File: src/rtl/tdm_demux4.sv
// Four-lane TDM receive demultiplexer: frame alignment on sync, slot deserialisation, atomic lane update.
// Optional even-parity fifth slot enabled by defining TDM_DEMUX4_PARITY_EN.
module tdm_demux4 #(
    parameter int WIDTH = 1
) (
    input  logic             clk,
    input  logic             rst_n,
    input  logic [WIDTH-1:0] din,
    input  logic             din_valid,
    input  logic             sync,
    output logic [WIDTH-1:0] op0,
    output logic [WIDTH-1:0] op1,
    output logic [WIDTH-1:0] op2,
    output logic [WIDTH-1:0] op3,
    output logic             frame_valid,
    output logic             locked,
    output logic             sync_err,
    output logic             par_err
);

`ifdef TDM_DEMUX4_PARITY_EN
    localparam int N = 5;
`else
    localparam int N = 4;
`endif
    // Every slot before the last one is held in a shadow register.
    localparam int NSH = N - 1;
    localparam logic [2:0] LAST = 3'(N - 1);

    typedef enum logic {
        HUNT,
        LOCKED
    } state_t;

    state_t           state;
    logic [2:0]       slot;
    logic [WIDTH-1:0] shadow [0:NSH-1];

`ifdef TDM_DEMUX4_PARITY_EN
    logic par_ok;
    always_comb begin
        par_ok = ((^shadow[0]) ^ (^shadow[1]) ^ (^shadow[2]) ^ (^shadow[3])) == din[0];
    end
`else
    assign par_err = 1'b0;
`endif

    always_ff @(posedge clk or negedge rst_n) begin
        if (!rst_n) begin
            state       <= HUNT;
            slot        <= '0;
            op0         <= '0;
            op1         <= '0;
            op2         <= '0;
            op3         <= '0;
            frame_valid <= 1'b0;
            locked      <= 1'b0;
            sync_err    <= 1'b0;
`ifdef TDM_DEMUX4_PARITY_EN
            par_err     <= 1'b0;
`endif
            for (int unsigned i = 0; i < NSH; i++) begin
                shadow[i] <= '0;
            end
        end else begin
            frame_valid <= 1'b0;
            sync_err    <= 1'b0;
`ifdef TDM_DEMUX4_PARITY_EN
            par_err     <= 1'b0;
`endif
            if (din_valid) begin
                case (state)
                    HUNT: begin
                        if (sync) begin
                            shadow[0] <= din;
                            slot      <= 3'd1;
                            state     <= LOCKED;
                            locked    <= 1'b1;
                        end
                    end
                    LOCKED: begin
                        // Realign takes priority, including over the final-slot update.
                        if (sync && slot != 3'd0) begin
                            sync_err  <= 1'b1;
                            shadow[0] <= din;
                            slot      <= 3'd1;
                        end else if (!sync && slot == 3'd0) begin
                            sync_err <= 1'b1;
                            state    <= HUNT;
                            locked   <= 1'b0;
                        end else if (slot == LAST) begin
                            slot <= '0;
`ifdef TDM_DEMUX4_PARITY_EN
                            if (par_ok) begin
                                op0         <= shadow[0];
                                op1         <= shadow[1];
                                op2         <= shadow[2];
                                op3         <= shadow[3];
                                frame_valid <= 1'b1;
                            end else begin
                                par_err <= 1'b1;
                            end
`else
                            op0         <= shadow[0];
                            op1         <= shadow[1];
                            op2         <= shadow[2];
                            op3         <= din;
                            frame_valid <= 1'b1;
`endif
                        end else begin
                            for (int unsigned i = 0; i < NSH; i++) begin
                                if (slot == 3'(i)) begin
                                    shadow[i] <= din;
                                end
                            end
                            slot <= 3'(slot + 3'd1);
                        end
                    end
                    default: begin
                        state  <= HUNT;
                        locked <= 1'b0;
                    end
                endcase
            end
        end
    end

endmodule

File: config.mk
export PLATFORM = sky130hd
export DESIGN_NAME = tdm_demux4
export DESIGN_NICKNAME = d
export VERILOG_FILES = /design/src/rtl/tdm_demux4.sv
export SDC_FILE = /design/constraint.sdc
export NUM_CORES = 1
export LEC_CHECK = 0
export BUFFER_PORTS_ARGS = -buffer_cell sky130_fd_sc_hd__buf_2
export CORE_MARGIN = 5
export CORE_UTILIZATION = 56
export CTS_CLUSTER_DIAMETER = 50
export CTS_CLUSTER_SIZE = 8
export DETAILED_ROUTE_END_ITERATION = 8
export GPL_ROUTABILITY_DRIVEN = 0
export PLACE_DENSITY = 0.8
export SKIP_CTS_REPAIR_TIMING = 1
export SYNTH_ARGS = -nofsm -noshare
export SYNTH_HDL_FRONTEND = slang
export SYNTH_SLANG_ARGS = --single-unit
File: constraint.sdc
create_clock -name clk -period 3.4 [get_ports clk]
set_input_delay 0.34 -clock clk [delete_from_list [all_inputs] [get_ports clk]]
set_output_delay 0.34 -clock clk [all_outputs]
set_load 0.005 [all_outputs]
==> impl_metrics.csv <==
group,metric,value,unit
drt,drtIter0Drc,13,
drt,drc_errors,0,
critical_path,crit_fanout,4,
worst_hold_path,min_path_type,"in -> reg",
synth,yosys_warnings,0,
clock_tree,numCtsBuffers,3,
synth,netlist-cell-type-count,26,
clock_tree,clockRootBuffer,"clkbuf_4",
pwr,p_sw,206,µW
synth,ys_seq_area_share,47.7,%
timing,fin_crit_sh,60.3,%
timing,fin_skew,4.11,ps
clock_tree,clockBufferDepth,2,
drt,drt-pass1-iter-count,4,
drt,drt-wirelength-per-cell,13.5,µm
timing,fin_ws,1350,ps
pwr,cell_internal_pwr,386,µW
global_routing,antenna_found_initial,0,
critical_path,start_kind,"flop",
critical_path,cp.arrival,2210,ps
synth,synthCells,63,
timing,max_freq,0.488,GHz
die,die_x,46.2,µm
placed_design,dp_worst_setup_slack,1370,ps
finish,final_common_cell,"dfrtp_1",
critical_path,end_kind,"flop",
placed_design,port_buffers,11,
timing,setup_viol,0,
finish,syn_to_final_growth,12.1,%
pwr,powerDensity,718,nW/µm²
finish,final_cells,90,
critical_path,slowest_stage,"dfrtp_1",
critical_path,crit_required,3560,ps
synth,synthesis.area,734,µm²
die,die_area,2140,µm²
clock_tree,clock_sinks,14,
die,start_util,57.9,%
critical_path,worstSetupPathType,"reg -> reg",
synth,synth_fp_nets,75,
job,max_cap_viol_count,0,
timing,fin_setup_tns,0,ps
synth,avgSynthCellArea,11.7,µm²
timing,rsz0062_at_grt,"false",
drt,dr_total_vias,489,
global_routing,grt_pass1_vias,477,
finish,final_cell_mix,"dfrtp_1, buf_2, ha_1",
die,core-area,1270,µm²
clock_tree,cts_tree,"done",
pwr,power.share.clock,15.6,%
synth,synth_seq_cells,14,
global_routing,grt_max_degree,15,
clock_tree,clk_latency,280,ps
pwr,vdd_ir_drop_max,0.336,mV
finish,drive_gt1_share,25.3,%
drt,routed_via_density,5.43,
placed_design,place_inst,86,
global_routing,grt_usage,14.0,%
drt,drt-total-wl,1210,µm
timing,timing.final.max_slew_violations,0,
finish,diodes,0,
critical_path,slowest_delay,410,ps
die,rows,13,
clock_tree,htreeDepth,1,
pwr,power_leakage,0.000417,µW
run_status,status,"complete, no violations",
drt,antenna_left,0,
timing,period_minus_slack,2050,ps
global_routing,grt-ovfl-total,0,
die,io_pins,13,
finish,nets,89,
clock_tree,clk_pin_slew,80,ps
pwr,power_switching_share,34.8,%
timing,hold_viol_final,0,
global_routing,grt_pass1_wl,2060,µm
placed_design,dpl.hpwl,921,µm
die,die-height,46.2,µm
pwr,pwr-share-comb,38.5,%
pwr,p_seq_share,45.9,%
critical_path,path_cells,"inv_1 > ha_1 > nor2b_1 > inv_1 > ha_1 > nor4_1 > nand4_1 > mux2_1",
[sequential cells by signal, indices dropped and copies added (netlist names)]
name,count
frame_valid,1
locked,1
op0,1
op1,1
op2,1
op3,1
shadow,3
slot,3
state,1
sync_err,1
[worst max-delay path: cells and delay by family (launching register included)]
family                   cells  cell delay, ps
flip-flops                   1             410
buffers and inverters        2             180
adder cells (fa/ha/maj)      2             370
multiplexers                 1             340
AND/OR/NAND/NOR              3             620
[routing by layer]
layer / GRT usage [%] / share of wire [%] / up-vias
met5: 0 / 0 / -
met4: 9.66 / 2.1 / 0
met3: 3.52 / 6.9 / 4
met2: 20.9 / 47 / 18
met1: 17.5 / 44 / 227
li1: - / - / 240
[through the flow]
stage	utilization (%)	instance area [µm²]	total power, µW	hold slack [ps]
2_1_floorplan	-	734	431	44.4
4_1_cts	64.1	813	594	-55.1
6_report	64.9	823	591	314
3_3_place_gp	62.3	791	490	247
5_1_grt	64.9	823	644	316
3_5_place_dp	62.3	791	502	247
[worst paths after layout]
kind	slack (ps)	start	cells past startpoint	endpoint
worst min register to register	500	shadow[2]$_DFFE_PN0P_	1	shadow[2]$_DFFE_PN0P_
min in group asynchronous	470	rst_n	2	op2$_DFFE_PN0P_
worst min-delay path	310	din	2	shadow[1]$_DFFE_PN0P_
worst max-delay path	1350	slot[1]$_DFFE_PN0P_	8	shadow[0]$_DFFE_PN0P_
max in group asynchronous	2690	rst_n	2	slot[1]$_DFFE_PN0P_
worst max register to register	1350	slot[1]$_DFFE_PN0P_	8	shadow[0]$_DFFE_PN0P_
[power groups by stage]
stage / registers [µW] / logic [µW] / clock network (µW)
after detailed placement: 275 / 227 / 0
after global routing: 279 / 264 / 102
after floorplan: 260 / 171 / 0
final: 271 / 228 / 92.3
after global placement: 270 / 220 / 0
after CTS: 272 / 229 / 93.6
[synthesized netlist by cell type]
master	number	area (µm²)
a21boi_0	1	7.51
a31oi_1	1	6.26
mux2_1	4	45.0
mux2i_1	1	10.0
mux2_2	4	45.0
inv_1	4	15.0
a21oi_1	3	15.0
nand4_1	3	18.8
and2b_1	1	7.51
buf_4	1	7.51
nor4_1	1	6.26
o21ai_1	1	5.00
nor2_1	2	7.51
nand3b_1	2	15.0
dfrtp_1	14	350
a211oi_2	1	12.5
or3b_1	1	8.76
nor2b_1	2	12.5
conb_1	1	3.75
o21ai_0	1	5.00
nand2_1	2	7.51
and4b_1	1	10.0
and3b_1	1	8.76
nand2b_1	1	6.26
ha_1	7	87.6
buf_2	2	10.0
[cell families after synthesis]
family                     share of synthesized area, %
buffers and inverters                              4.43
and+or+nand+nor                                    14.8
muxes                                              13.6
other                                             0.511
DFF                                                47.7
adders and majority gates                          11.9
AOI/OAI and AO/OA                                  6.98
[cell type report]
class                      count  area, µm²
multi-input combinational     42        352
clock buffer                   3       22.5
tap                           15       18.8
inverter                       4       15.0
fill                          93        445
sequential                    14        350
timing repair buffer          12       65.1
Note: power is estimated with default switching activity, not from simulation.
